[config.mk]
export PLATFORM = sky130hd
export DESIGN_NAME = alu_mul_seq
export DESIGN_NICKNAME = d
export VERILOG_FILES = /design/src/rtl/alu_mul_seq.sv
export SDC_FILE = /design/constraint.sdc
export NUM_CORES = 1
export LEC_CHECK = 0
export CORE_MARGIN = 4
export CORE_UTILIZATION = 41
export CTS_CLUSTER_SIZE = 14
export DETAILED_ROUTE_END_ITERATION = 12
export MAX_ROUTING_LAYER = met4
export PLACE_DENSITY = 0.77
export SETUP_SLACK_MARGIN = 0.3
export SYNTH_ARGS = -nofsm -noshare
export SYNTH_HDL_FRONTEND = slang
export SYNTH_SLANG_ARGS = --single-unit
[constraint.sdc]
create_clock -name clk -period 3.3 [get_ports clk]
set_input_delay 0.495 -clock clk [delete_from_list [all_inputs] [get_ports clk]]
set_output_delay 0.495 -clock clk [all_outputs]
set_load 0.1 [all_outputs]
[src/rtl/alu_mul_seq.sv]
// alu_mul_seq: multi-cycle shift-add multiplier producing the low 32 bits of an
// unsigned 32x32 product. Every add and shift of the accumulate/multiplier path
// is performed by the shared external combinational ALU, which this block drives
// while busy. Requester side uses start/ready on input and valid/out_ack on output.
module alu_mul_seq #(
  parameter int         MAX_ITER = 32,
  parameter logic [2:0] OP_ADD   = 3'b010,
  parameter logic [2:0] OP_SRL   = 3'b101
) (
  input  logic        clk,
  input  logic        rst,
  input  logic        start,
  input  logic [31:0] a_in,
  input  logic [31:0] b_in,
  output logic        ready,
  output logic        valid,
  input  logic        out_ack,
  output logic [31:0] product,
  output logic [31:0] alu_a,
  output logic [31:0] alu_b,
  output logic [2:0]  alu_op,
  input  logic [31:0] alu_res,
  input  logic        alu_zero
);

  typedef enum logic [1:0] {
    S_IDLE  = 2'd0,
    S_ADD   = 2'd1,
    S_SHIFT = 2'd2,
    S_DONE  = 2'd3
  } state_t;

  // Iteration index of the final shift; reaching it forces completion even if
  // the multiplier has not yet drained to zero.
  localparam logic [5:0] LAST_ITER = 6'(MAX_ITER - 1);

  state_t      state_q, state_d;
  logic [31:0] acc_q, acc_d;
  logic [31:0] mcand_q, mcand_d;
  logic [31:0] mplr_q, mplr_d;
  logic [5:0]  cnt_q, cnt_d;

  // State and datapath registers; reset aborts any operation in flight.
  always_ff @(posedge clk or posedge rst) begin
    if (rst) begin
      state_q <= S_IDLE;
      acc_q   <= 32'd0;
      mcand_q <= 32'd0;
      mplr_q  <= 32'd0;
      cnt_q   <= 6'd0;
    end else begin
      state_q <= state_d;
      acc_q   <= acc_d;
      mcand_q <= mcand_d;
      mplr_q  <= mplr_d;
      cnt_q   <= cnt_d;
    end
  end

  // Next-state, datapath updates and all outputs (ALU defaults to 0/0/ADD so
  // alu_op is always a defined code).
  always_comb begin
    state_d = state_q;
    acc_d   = acc_q;
    mcand_d = mcand_q;
    mplr_d  = mplr_q;
    cnt_d   = cnt_q;
    ready   = 1'b0;
    valid   = 1'b0;
    product = 32'd0;
    alu_a   = 32'd0;
    alu_b   = 32'd0;
    alu_op  = OP_ADD;

    case (state_q)
      S_IDLE: begin
        ready = 1'b1;
        if (start) begin
          acc_d   = 32'd0;
          mcand_d = a_in;
          mplr_d  = b_in;
          cnt_d   = 6'd0;
          state_d = S_ADD;
        end
      end

      S_ADD: begin
        alu_a  = acc_q;
        alu_b  = mcand_q;
        alu_op = OP_ADD;
        // Only accumulate the shifted multiplicand when the current multiplier
        // bit is set; the ALU sum wraps naturally modulo 2^32.
        if (mplr_q[0]) begin
          acc_d = alu_res;
        end
        state_d = S_SHIFT;
      end

      S_SHIFT: begin
        alu_a   = 32'd0;
        alu_b   = mplr_q;
        alu_op  = OP_SRL;
        mplr_d  = alu_res;
        // Multiplicand shift is done locally; the ALU is busy with the multiplier.
        mcand_d = mcand_q << 1;
        cnt_d   = cnt_q + 6'd1;
        // A drained multiplier means no further bits can contribute.
        if (alu_zero || (cnt_q == LAST_ITER)) begin
          state_d = S_DONE;
        end else begin
          state_d = S_ADD;
        end
      end

      S_DONE: begin
        valid   = 1'b1;
        product = acc_q;
        if (out_ack) begin
          state_d = S_IDLE;
        end
      end

      default: begin
        state_d = S_IDLE;
      end
    endcase
  end

endmodule

[Yosys cells after proc, flatten, opt, wreduce, memory -nomap -nowiden]
Index checks and enable logic that the tools add are counted.
Storage, ports and cells
  bits in registers: 104
  bits of input ports: 101
  output and inout bits: 101
  word-level logic and storage cells: 39
Operators by class
  add/subtract/negate cells: 1
  equality and inequality tests: 7
  mux-type cells: 19
  reductions and logical operators: 7
Operators with widths (number)
  one-hot mux 32 bit (2 select lines): 4
  two-way mux 32 bit: 6
  one-hot mux 6 bit (2 select lines): 1
  one-hot mux 2 bit (4 select lines): 1
  adder 6 x 1 -> 6 bit, second input constant: 1
  == test 6 x 5 -> 1 bit, second input constant: 1
  two-way mux 2 bit: 3
  two-way mux 6 bit: 1
  inequality test 2 bit, second input constant: 3
  == test 2 bit, second input constant: 2
  AND reduction 2 bit: 2
  nonzero test 2 bit: 2
  two-way mux 3 bit: 1
  AND reduction 3 bit: 1
  == test 2 x 1 -> 1 bit, second input constant: 1
  logical NOT 2 bit: 1
  two-way mux 1 bit: 2
  logical OR 1 bit: 1

[Longest topological paths before layout]
  word-level depth: 4
  depth in mapped cells: 8
  depth with buffers taken out: 5

[Worst setup path before layout]
OpenSTA, ideal clock, no wires.
  kind: flip-flop to output port
  start point: register state_q[0]
  end point: output alu_b[10]
  arrival time: 3363 ps
  data required time: 2805 ps
  path slack: -558 ps
  stages on the path, launching flop included: 7
  buffers on the path: 2
  cell sequence: dfrtp_1 inv_1 ha_1 buf_4 clkbuf_1 a22oi_1 nor2b_1
Between the ends
  word-level cells in the longest chain between the ends: 2
  elaborated cells on any way between the ends: 3
  those cells by class: eq/ne: 2; mux: 1
RTL lines
  start: declaration: line 37  | state_t state_q, state_d;
  start signal: assignment: line 52  | state_q <= state_d;
  == test 2 bit / == test 2 x 1 -> 1 bit (equally long branches): line 75  | case (state_q)
  one-hot mux 32 bit (2 select lines) *: line 75
  end: declaration: line 20  | output logic [31:0] alu_b,
Every way passes the cells marked *; elsewhere a longest branch is shown, timed or not.

[Worst setup path in the final report]
  start point: register state_q[1]
  end point: output alu_a[5]
Between the ends
  word-level cells in the longest chain between the ends: 2
RTL lines
  == test 2 x 1 -> 1 bit: line 75
  two-way mux 32 bit: line 75
  end: declaration: line 19  | output logic [31:0] alu_a,
No other way between the ends.

==> impl_metrics.py <==
metrics = {
    "routing": {
        "via_per_inst": 5.34,
        "ant_nets": 0,
        "drtPass1Iterations": 5,
        "drc": 0,
        "num_vias": 5173,
        "dr.first_iter.drc_count": 317,
        "post_drt_wl_per_cell_microns": 18.6,
        "routed_wl_microns": 18000,
    },
    "logic_synthesis": {
        "syn_area_sq_um": 5690,
        "synthCells": 621,
        "synth-edff-count": 0,
        "synthArstFlopShare_pct": 100,
        "synth-seq-cells": 104,
        "synth-seq-area-share_pct": 45.7,
        "yosysWarningCount": 0,
        "syn_nets": 727,
        "ys_types": 32,
        "synthFlopType": "dfrtp_1",
        "syn_avg_cell_area_sq_um": 9.16,
    },
    "global_routing": {
        "grt_overflow": 0,
        "grt_pass1_vias": 5293,
        "grt_pass1_wl_microns": 27900,
        "grt_max_degree": 105,
        "antenna_found_initial": 0,
        "grt_use_total_pct": 22.4,
    },
    "pwr": {
        "p_sw_share_pct": 52.4,
        "p_int_uw": 4760,
        "clockPowerShare_pct": 10.5,
        "ir_drop_mv": 0.669,
        "p_per_area_nw_per_um2": 1170,
        "p_seq_share_pct": 23.6,
        "leakage_uw": 0.00371,
        "p_switching_uw": 5240,
        "power.share.combinational_pct": 65.9,
    },
    "layout": {
        "area_growth_pct": 49.6,
        "final_area_sq_um": 8510,
        "antenna_cells": 0,
        "nets": 897,
        "final_util_pct": 63.5,
        "fill_cells": 1085,
        "instances_no_fill": 968,
        "layout-drive-gt1-share_pct": 20.8,
    },
    "run_status": {
        "status": "finished clean",
    },
    "clock_tree": {
        "cts-root-buf": "clkbuf_16",
        "clk_path_buf_depth": 2,
        "cts.clk_slew.worst_paths_ns": 0.06,
        "cts_max_level": 3,
        "cts_hold_buf": 0,
        "post_cts_buffers": 0,
        "cts_buffers": 9,
        "post_cts_resized": 0,
        "clk_latency_ns": 0.34,
        "cts_sinks": 104,
        "cts_tree": "yes",
    },
    "floorplanning": {
        "core_sq_um": 13400,
        "die_area_sq_um": 15800,
        "die_w_microns": 126,
        "die_h_microns": 126,
        "start_util_pct": 42.5,
        "fp-row-count": 42,
        "ioPinCount": 202,
    },
    "sta": {
        "max_freq_mhz": 360,
        "finClkSkew_ns": 0.00565,
        "worst_slack_ns": 0.520,
        "hold_violations": 0,
        "setup_viol": 0,
        "rsz0062_at_grt": "false",
        "period_share_pct": 84.2,
        "drv_slew": 0,
        "relSlewSlack_pct": 41.5,
        "fin_setup_tns_ns": 0,
        "final.min_clock_period_ns": 2.78,
        "worstMarginPinSlew_ns": 0.878,
    },
    "worst_hold_path": {
        "hold_path_class": "flop to flop",
    },
    "worst_setup_path": {
        "crit_arrival_ns": 2.29,
        "crit_type": "flop to output pin",
        "cp-end-kind": "output pin",
        "start_kind": "flop",
        "critical_path.max_fanout": 53,
        "cp.required_ns": 2.80,
    },
    "run": {
        "drv_cap": 0,
    },
    "place": {
        "dp_cells": 955,
        "placed_cell_area_sq_um": 8210,
        "place_ws_ns": 0.758,
        "hpwl_microns": 13000,
        "io_buffers": 201,
        "place_congestion": 0.858,
    },
}
[cells in the final DEF, fill, tap and decap left out, types with 2 or more instances in the layout]
| cell | synthesis | routed |
|---|---|---|
| o211ai_1 | 2 | 2 |
| ha_1 | 5 | 3 |
| nand2_1 | 71 | 71 |
| buf_12 | 0 | 35 |
| buf_4 | 2 | 79 |
| nand4b_1 | 2 | 2 |
| inv_1 | 36 | 35 |
| and3_1 | 3 | 3 |
| a21oi_1 | 3 | 3 |
| a22oi_1 | 32 | 32 |
| clkbuf_16 | 0 | 9 |
| mux2i_1 | 63 | 63 |
| ha_4 | 0 | 2 |
| nand2b_1 | 6 | 6 |
| nand4_1 | 32 | 32 |
| o21ai_1 | 4 | 4 |
| nor2b_2 | 0 | 2 |
| a31oi_1 | 2 | 2 |
| dfrtp_1 | 104 | 104 |
| o21ai_0 | 94 | 94 |
| clkdlybuf4s50_1 | 0 | 100 |
| clkbuf_8 | 0 | 2 |
| nor2b_4 | 0 | 30 |
| and2_1 | 64 | 64 |
[cells by family after synthesis]
logic type,after synthesis,synth area share (%)
adder cells (fa/ha/maj),5,1.10
buffers and inverters,91,6.51
AND/OR/NAND/NOR,215,20.7
XOR/XNOR,1,0.154
AO/OA/AOI/OAI,140,14.1
flip-flops,104,45.7
multiplexers,65,11.7
[power groups by stage]
| stage | logic, uW | clock network, uW | registers (uW) |
|---|---|---|---|
| 3_3_place_gp | 6430 | 0 | 2340 |
| 3_5_place_dp | 6580 | 0 | 2370 |
| 4_1_cts | 6580 | 1070 | 2360 |
| 2_1_floorplan | 4900 | 0 | 2180 |
| 6_report | 6590 | 1050 | 2360 |
| 5_1_grt | 7010 | 1120 | 2430 |
[worst paths after layout]
path / slack, ns / startpoint / depth (start not counted) / endpoint
min in group asynchronous: 0.67 / rst / 3 / acc_q[19]$_DFFE_PP0P_
min reg2reg: 0.48 / mcand_q[31]$_DFFE_PP0P_ / 2 / mcand_q[31]$_DFFE_PP0P_
max reg2reg: 0.87 / state_q[0]$_DFFE_PP0P_ / 7 / state_q[0]$_DFFE_PP0P_
min: 0.48 / mcand_q[31]$_DFFE_PP0P_ / 2 / mcand_q[31]$_DFFE_PP0P_
max in group asynchronous: 2.19 / rst / 3 / mcand_q[8]$_DFFE_PP0P_
max: 0.52 / state_q[1]$_DFFE_PP0P_ / 5 / alu_a[5]
[final cells by class]
type	count	area (sq um)	area share (%)
clock buffers	11	253	2.97
multi-input cells	426	2970	34.9
well taps	176	220	2.59
clock inverters	1	30.0	0.353
inverters	36	139	1.63
flip-flops and latches	104	2600	30.6
repair buffers	214	2290	27.0
[worst max-delay path, cell delays in order, from the launching register on]
cell	delay (ns)
dfrtp_1	0.45
inv_1	0.14
ha_4	0.56
buf_12	0.28
and2_1	0.16
buf_4	0.29
[flip-flops by register name, summed over array words and instances, names as in the netlist]
name     count
mcand_q     32
state_q      2
cnt_q        6
mplr_q      32
acc_q       32
[Yosys cell counts (all sizes together), types with 6 or more instances]
library cell | number | area, sq um
a22oi | 32 | 240
and2 | 65 | 409
buf | 21 | 108
clkbuf | 34 | 128
dfrtp | 104 | 2600
inv | 36 | 135
mux2i | 64 | 653
nand2 | 71 | 267
nand2b | 6 | 37.5
nand4 | 32 | 200
nor2b | 32 | 200
o21ai | 98 | 490
[routing by layer]
metal | part of all wire (%) | wire length [microns] | vias to the layer above | GRT usage [%]
met4 | 2.8 | 498 | 0 | 7.63
met5 | 0 | 0 | - | -
met2 | 51 | 9170 | 201 | 38.5
met3 | 5.9 | 1070 | 40 | 3.51
li1 | - | - | 2460 | -
met1 | 40 | 7240 | 2472 | 27.0
[through the flow]
step	power, uW	hold WS (ns)
6_report	9990	0.485
5_1_grt	10600	0.523
4_1_cts	10000	0.487
3_5_place_dp	8950	0.472
3_3_place_gp	8770	0.473
2_1_floorplan	7080	0.450
Power figures use the tool's default switching activity.
